===== config.mk =====
export PLATFORM = sky130hd
export DESIGN_NAME = id_pipe
export DESIGN_NICKNAME = d
export VERILOG_FILES = /design/src/rtl/id_pkg.sv /design/src/rtl/id_fwd_mux.sv /design/src/rtl/id_pipe.sv
export SDC_FILE = /design/constraint.sdc
export NUM_CORES = 1
export LEC_CHECK = 0
export BUFFER_PORTS_ARGS = -buffer_cell sky130_fd_sc_hd__buf_2
export CAP_MARGIN = 20
export CORE_AREA = 5 5 128 130
export CTS_CLUSTER_DIAMETER = 30
export DETAILED_ROUTE_END_ITERATION = 7
export DIE_AREA = 0 0 133 135
export PLACE_DENSITY = 0.69
export SYNTH_ARGS = -nofsm -noshare
export SYNTH_HDL_FRONTEND = slang
export SYNTH_SLANG_ARGS = --single-unit
export TNS_END_PERCENT = 20

===== constraint.sdc =====
create_clock -name clk -period 6.1 [get_ports clk]
set_clock_uncertainty 0.2 [all_clocks]
set_input_delay 1.83 -clock clk [delete_from_list [all_inputs] [get_ports clk]]
set_output_delay 1.83 -clock clk [all_outputs]
set_load 0.02 [all_outputs]

===== src/rtl/id_pkg.sv =====
// Shared encodings and the instruction decoder for the id_pipe decode stage.
package id_pkg;

  localparam logic [5:0] EXE_ORI     = 6'b001101;
  localparam logic [5:0] EXE_ANDI    = 6'b001100;
  localparam logic [5:0] EXE_XORI    = 6'b001110;
  localparam logic [5:0] EXE_LUI     = 6'b001111;
  localparam logic [5:0] EXE_SPECIAL = 6'b000000;

  localparam logic [5:0] EXE_AND = 6'b100100;
  localparam logic [5:0] EXE_OR  = 6'b100101;
  localparam logic [5:0] EXE_XOR = 6'b100110;
  localparam logic [5:0] EXE_NOR = 6'b100111;
  localparam logic [5:0] EXE_SLL = 6'b000000;
  localparam logic [5:0] EXE_SRL = 6'b000010;
  localparam logic [5:0] EXE_SRA = 6'b000011;

  localparam logic [7:0] EXE_NOP_OP = 8'b00000000;
  localparam logic [7:0] EXE_AND_OP = 8'b00100100;
  localparam logic [7:0] EXE_OR_OP  = 8'b00100101;
  localparam logic [7:0] EXE_XOR_OP = 8'b00100110;
  localparam logic [7:0] EXE_NOR_OP = 8'b00100111;
  localparam logic [7:0] EXE_SLL_OP = 8'b01111100;
  localparam logic [7:0] EXE_SRL_OP = 8'b00000010;
  localparam logic [7:0] EXE_SRA_OP = 8'b00000011;

  localparam logic [2:0] EXE_RES_NOP   = 3'b000;
  localparam logic [2:0] EXE_RES_LOGIC = 3'b001;
  localparam logic [2:0] EXE_RES_SHIFT = 3'b010;

  localparam logic [4:0] NOP_REG_ADDR = 5'd0;

  // How the immediate operand is formed; widening to DATA_W happens in the top.
  typedef enum logic [1:0] {
    IMM_NONE   = 2'd0,
    IMM_ZEXT16 = 2'd1,
    IMM_LUI    = 2'd2,
    IMM_SA     = 2'd3
  } imm_kind_e;

  typedef struct packed {
    logic [7:0] aluop;
    logic [2:0] alusel;
    logic [4:0] wd;
    logic       wreg;
    logic       re1;
    logic       re2;
    imm_kind_e  imm_kind;
    logic       invalid;
  } dec_t;

  function automatic dec_t decode(input logic [31:0] inst);
    dec_t d;
    d.aluop    = EXE_NOP_OP;
    d.alusel   = EXE_RES_NOP;
    d.wd       = inst[15:11];
    d.wreg     = 1'b0;
    d.re1      = 1'b0;
    d.re2      = 1'b0;
    d.imm_kind = IMM_NONE;
    d.invalid  = 1'b1;
    case (inst[31:26])
      EXE_ORI, EXE_ANDI, EXE_XORI, EXE_LUI: begin
        d.re1      = 1'b1;
        d.wd       = inst[20:16];
        d.wreg     = 1'b1;
        d.alusel   = EXE_RES_LOGIC;
        d.invalid  = 1'b0;
        d.imm_kind = (inst[31:26] == EXE_LUI) ? IMM_LUI : IMM_ZEXT16;
        case (inst[31:26])
          EXE_ANDI: d.aluop = EXE_AND_OP;
          EXE_XORI: d.aluop = EXE_XOR_OP;
          default:  d.aluop = EXE_OR_OP;
        endcase
      end
      EXE_SPECIAL: begin
        if (inst[10:6] == 5'd0) begin
          case (inst[5:0])
            EXE_AND, EXE_OR, EXE_XOR, EXE_NOR: begin
              d.re1     = 1'b1;
              d.re2     = 1'b1;
              d.wreg    = 1'b1;
              d.alusel  = EXE_RES_LOGIC;
              d.invalid = 1'b0;
              d.aluop   = {2'b00, inst[5:0]};
            end
            default: ;
          endcase
        end
        if (inst[25:21] == 5'd0) begin
          case (inst[5:0])
            EXE_SLL, EXE_SRL, EXE_SRA: begin
              d.re2      = 1'b1;
              d.wreg     = 1'b1;
              d.imm_kind = IMM_SA;
              d.alusel   = EXE_RES_SHIFT;
              d.invalid  = 1'b0;
              d.aluop    = (inst[5:0] == EXE_SLL) ? EXE_SLL_OP :
                           (inst[5:0] == EXE_SRL) ? EXE_SRL_OP : EXE_SRA_OP;
            end
            default: ;
          endcase
        end
      end
      default: ;
    endcase
    return d;
  endfunction

endpackage


===== src/rtl/id_fwd_mux.sv =====
// Operand select for one register-file read port plus its hazard-match term.
// Forwarding is enabled by defining ID_FORWARD_EN.
module id_fwd_mux
  import id_pkg::*;
#(
  parameter int DATA_W = 32
) (
  input  logic              i_read_en,
  input  logic [4:0]        i_addr,
  input  logic [DATA_W-1:0] i_imm,
  input  logic [DATA_W-1:0] i_reg_data,
  input  logic              i_ex_wreg,
  input  logic [4:0]        i_ex_wd,
  input  logic [DATA_W-1:0] i_ex_wdata,
  input  logic              i_ex_is_load,
  input  logic              i_mem_wreg,
  input  logic [4:0]        i_mem_wd,
  input  logic [DATA_W-1:0] i_mem_wdata,
  output logic [DATA_W-1:0] o_data,
  output logic              o_hazard
);

  logic w_nz;
  logic w_ex_hit;
  logic w_mem_hit;

  assign w_nz      = (i_addr != NOP_REG_ADDR);
  assign w_ex_hit  = w_nz && i_ex_wreg  && (i_ex_wd  == i_addr);
  assign w_mem_hit = w_nz && i_mem_wreg && (i_mem_wd == i_addr);

`ifdef ID_FORWARD_EN
  always_comb begin
    // NOTE: every output gets a value on every path of an always_comb, else a latch is inferred.
    o_data = i_reg_data;
    if (!i_read_en)     o_data = i_imm;
    else if (!w_nz)     o_data = '0;
    else if (w_ex_hit)  o_data = i_ex_wdata;
    else if (w_mem_hit) o_data = i_mem_wdata;
  end
  // Only a load still in EX has no data yet; everything else is forwarded.
  assign o_hazard = i_read_en && w_ex_hit && i_ex_is_load;
`else
  logic w_unused_fwd;
  assign w_unused_fwd = ^{i_ex_wdata, i_mem_wdata, i_ex_is_load};

  always_comb begin
    o_data = i_reg_data;
    if (!i_read_en) o_data = i_imm;
    else if (!w_nz) o_data = '0;
  end
  // Without bypass paths, wait until the producer has written the register file.
  assign o_hazard = i_read_en && (w_ex_hit || w_mem_hit);
`endif

endmodule


===== src/rtl/id_pipe.sv =====
// Decode stage with registered ID/EX output, valid/ready handshake and load-use
// interlock. Define ID_FORWARD_EN to enable EX/MEM operand forwarding.
module id_pipe
  import id_pkg::*;
#(
  parameter int DATA_W   = 32,
  parameter int PC_W     = 32,
  parameter int ALUOP_W  = 8,
  parameter int ALUSEL_W = 3
) (
  input  logic                clk,
  input  logic                rst,
  input  logic                in_valid,
  output logic                in_ready,
  input  logic [PC_W-1:0]     pc_i,
  input  logic [31:0]         inst_i,
  output logic                reg1_read_o,
  output logic                reg2_read_o,
  output logic [4:0]          reg1_addr_o,
  output logic [4:0]          reg2_addr_o,
  input  logic [DATA_W-1:0]   reg1_data_i,
  input  logic [DATA_W-1:0]   reg2_data_i,
  input  logic                ex_wreg_i,
  input  logic [4:0]          ex_wd_i,
  input  logic [DATA_W-1:0]   ex_wdata_i,
  input  logic                ex_is_load_i,
  input  logic                mem_wreg_i,
  input  logic [4:0]          mem_wd_i,
  input  logic [DATA_W-1:0]   mem_wdata_i,
  input  logic                flush_i,
  output logic                out_valid,
  input  logic                out_ready,
  output logic [ALUOP_W-1:0]  aluop_o,
  output logic [ALUSEL_W-1:0] alusel_o,
  output logic [DATA_W-1:0]   reg1_o,
  output logic [DATA_W-1:0]   reg2_o,
  output logic [4:0]          wd_o,
  output logic                wreg_o,
  output logic [PC_W-1:0]     pc_o,
  output logic                inst_invalid_o
);

  dec_t              w_dec;
  logic [DATA_W-1:0] w_imm;
  logic [DATA_W-1:0] w_reg1;
  logic [DATA_W-1:0] w_reg2;
  logic              w_haz1;
  logic              w_haz2;
  logic              w_stall;
  logic              w_adv;
  logic              w_accept;

  logic                r_out_valid;
  logic [ALUOP_W-1:0]  r_aluop;
  logic [ALUSEL_W-1:0] r_alusel;
  logic [DATA_W-1:0]   r_reg1;
  logic [DATA_W-1:0]   r_reg2;
  logic [4:0]          r_wd;
  logic                r_wreg;
  logic [PC_W-1:0]     r_pc;
  logic                r_invalid;

  assign w_dec = decode(inst_i);

  always_comb begin
    case (w_dec.imm_kind)
      IMM_ZEXT16: w_imm = DATA_W'(inst_i[15:0]);
      IMM_LUI:    w_imm = DATA_W'({inst_i[15:0], 16'h0000});
      IMM_SA:     w_imm = DATA_W'(inst_i[10:6]);
      default:    w_imm = '0;
    endcase
  end

  assign reg1_read_o = w_dec.re1;
  assign reg2_read_o = w_dec.re2;
  assign reg1_addr_o = inst_i[25:21];
  assign reg2_addr_o = inst_i[20:16];

  id_fwd_mux #(.DATA_W(DATA_W)) u_fwd1 (
    .i_read_en    (w_dec.re1),
    .i_addr       (inst_i[25:21]),
    .i_imm        (w_imm),
    .i_reg_data   (reg1_data_i),
    .i_ex_wreg    (ex_wreg_i),
    .i_ex_wd      (ex_wd_i),
    .i_ex_wdata   (ex_wdata_i),
    .i_ex_is_load (ex_is_load_i),
    .i_mem_wreg   (mem_wreg_i),
    .i_mem_wd     (mem_wd_i),
    .i_mem_wdata  (mem_wdata_i),
    .o_data       (w_reg1),
    .o_hazard     (w_haz1)
  );

  id_fwd_mux #(.DATA_W(DATA_W)) u_fwd2 (
    .i_read_en    (w_dec.re2),
    .i_addr       (inst_i[20:16]),
    .i_imm        (w_imm),
    .i_reg_data   (reg2_data_i),
    .i_ex_wreg    (ex_wreg_i),
    .i_ex_wd      (ex_wd_i),
    .i_ex_wdata   (ex_wdata_i),
    .i_ex_is_load (ex_is_load_i),
    .i_mem_wreg   (mem_wreg_i),
    .i_mem_wd     (mem_wd_i),
    .i_mem_wdata  (mem_wdata_i),
    .o_data       (w_reg2),
    .o_hazard     (w_haz2)
  );

  assign w_stall  = in_valid && (w_haz1 || w_haz2);
  assign w_adv    = !r_out_valid || out_ready;
  assign in_ready = w_adv && !w_stall && !flush_i && !rst;
  assign w_accept = in_valid && in_ready;

  always_ff @(posedge clk) begin
    // NOTE: sequential state uses non-blocking assignments so all registers update together.
    if (rst) begin
      r_out_valid <= 1'b0;
      r_aluop     <= '0;
      r_alusel    <= '0;
      r_reg1      <= '0;
      r_reg2      <= '0;
      r_wd        <= '0;
      r_wreg      <= 1'b0;
      r_pc        <= '0;
      r_invalid   <= 1'b0;
    end else if (flush_i) begin
      r_out_valid <= 1'b0;
    end else if (w_adv) begin
      // A stall lands here with w_accept low: bubble out, payload kept.
      r_out_valid <= w_accept;
      if (w_accept) begin
        r_aluop   <= ALUOP_W'(w_dec.aluop);
        r_alusel  <= ALUSEL_W'(w_dec.alusel);
        r_reg1    <= w_reg1;
        r_reg2    <= w_reg2;
        r_wd      <= w_dec.wd;
        r_wreg    <= w_dec.wreg;
        r_pc      <= pc_i;
        r_invalid <= w_dec.invalid;
      end
    end
  end

  assign out_valid      = r_out_valid;
  assign aluop_o        = r_aluop;
  assign alusel_o       = r_alusel;
  assign reg1_o         = r_reg1;
  assign reg2_o         = r_reg2;
  assign wd_o           = r_wd;
  assign wreg_o         = r_wreg;
  assign pc_o           = r_pc;
  assign inst_invalid_o = r_invalid;

endmodule


==> run metrics <==
status=complete, no violations; clock root cell=clkbuf_16; Hold Crit Depth=2; Fin Setup TNS=0 ns; Num Clock Sinks=113; reg2reg path depth=5; Worst VDD drop=0.174 mV; Post-CTS Setup Repair Bufs=0; # diodes=0; IO Pins=338; crit path kind=input pin to output port; post-route ant nets=0; initial antenna violation count=0; HPWL after DPL=13,400 um; width of the die=133 um; Fmax=176 MHz; Int Pwr=1.38 mW; Worst EP required=4.07 ns; clk buf depth=2; Synth Warn #=0; Yosys cell types=47; via count=5,522; Tightest Hold Check Type=flop to flop; Yosys reg bits=113; Layout Nets=1,022; Post-synth top cells=113 x dfxtp_1, 79 x a21oi_1, 61 x o21ai_0; number of synthesized flops with an enable pin=0; core footprint=15,000 um2; final slew viol count=0; Sw Ratio=0.275; share of layout cells above drive strength 1=0.452; Netlist Area Pre-Place=5310 um2; part of the power in registers=0.407; Yosys top cell by area=dfxtp_1; Leak Pwr=2.95 nW; drt via density=5.45; RSZ-0062 raised after global routing=false; vias in the first global route=5,310; Post-Place Worst Slack=0.397 ns; die height=135 um; CP endpoint kind=output port; Avg WL per Cell=19.1 um; DR iter-0 viols=343; gpl congestion=0.836; sequential area share after synthesis=0.426; slew margin rel.=0.319; CTS H-tree depth=4; first-pass GRT wire length=29,200 um; Least-Margin Pin Slew=1.01 ns; area grow syn2layout=35.0%; Gate power share=0.125; Yosys top cell area share=0.426; final wirelength=19,400 um; Final Hold Fails=0; CP arrival=3.66 ns; crit share post-route=0.932; die area=18,000 um2; cell count after synthesis=586; CTS clk-pin slew, worst paths=0.05 ns; Setup-failing EPs final=0; GRT overflow=0; largest cells by area after synthesis=dfxtp_1 43%, a211oi_2 9.4%, a21oi_1 7.4%, o21ai_0 5.7%, a22oi_1 5.4%; Total GRT Usage=0.205; DRT Pass-1 Iters=5; clock group share of total power=0.468; number of max-cap violations=0; critical path launch point type=input pin; FFs w/ async S/R, synth=0; crit path max fanout=4; PortBufs=270; CTS tree=yes; Final Critical Period=5.69 ns; clk_lat worst skew=0.41 ns; Num CTS Buffers=17; Sw Pwr=0.522 mW; Remaining DRCs=0; Worst Slack Setup Final=0.415 ns; Top FF cell, synth=dfxtp_1; register area=2260 um2; Synth Area per Inst=9.07 um2; Rows=45; most frequent cell after synthesis=dfxtp_1; P per Cell Area=265 nW/um2; fillcell total=1,499; hold buffer count at CTS=0; largest net degree at the start of global routing=67; area of the multi-input gates=2700 um2; post_cts resized=0; initial core utilization=0.353
[placed cells by master (no fill, tap or decap), types with 17 or more instances in the layout]
cell type	count
buf_2	269
dfxtp_1	113
a21oi_1	79
o21ai_0	61
a211oi_2	40
a22oi_1	38
nand3_1	33
nand2_1	32
o211ai_1	27
clkbuf_16	17
[routing by layer]
layer  global-route usage  wire [um]  up-vias
met5                    0          0        -
met4               0.0727        351        0
met3               0.0745       1670       28
met2                0.320       9090      234
met1                0.261       8250     2621
li1                     -          -     2639
[logic make-up after synthesis]
group                  share of synthesized area
AO/OA/AOI/OAI                              0.353
XOR/XNOR                                  0.0330
buffers and inverters                     0.0742
flip-flops                                 0.426
multiplexers                             0.00942
other                                   0.000706
AND/OR/NAND/NOR                            0.104
[worst paths after layout]
| check | start | to | slack, ns |
|---|---|---|---|
| hold / removal | pc_o[0] | pc_o[0] | 0.27 |
| setup reg to reg | out_valid | reg1_o[4] | 3.76 |
| hold reg to reg | pc_o[0] | pc_o[0] | 0.27 |
| setup / recovery | inst_i[9] | in_ready | 0.41 |
[cell type report]
class                      instances  area share
clock buffer                      18      0.0613
clock inverter                    14      0.0129
inverter                           3     0.00157
multi-input combinational        397       0.377
sequential                       113       0.316
tap                              188      0.0328
timing repair buffer             280       0.199
[worst max-delay path: stages]
cell       delay, ns
buf_2           0.15
or4_1           0.57
nor4_1          0.44
o21ai_2         0.19
o2bb2ai_4       0.20
a21oi_1         0.11
buf_2           0.17
[registers in the layout (all words and copies together) (netlist names)]
name and count:
pc_o 32, reg1_o 32, reg2_o 32, aluop_o 7
wd_o 5, alusel_o 2, inst_invalid_o 1, out_valid 1
wreg_o 1
[power by group through the flow]
stage | registers, mW | logic, mW | clock network (mW)
3_5_place_dp | 0.787 | 0.237 | 0
2_1_floorplan | 0.815 | 0.103 | 0
3_3_place_gp | 0.786 | 0.236 | 0
5_1_grt | 0.774 | 0.255 | 0.946
6_report | 0.772 | 0.238 | 0.888
4_1_cts | 0.772 | 0.239 | 0.907
[through the flow]
stage,util,cell area (um2),hold slack [ns],power (mW),std cells
final,0.477,7170,0.273,1.90,1013
after global routing,0.477,7170,0.287,1.97,1013
after CTS,0.477,7170,0.273,1.92,1013
after detailed placement,0.442,6640,0.266,1.02,981
after global placement,0.442,6640,0.259,1.02,981
after floorplan,-,5320,0.354,0.918,587
No activity file was read; power rests on OpenSTA's default activity.
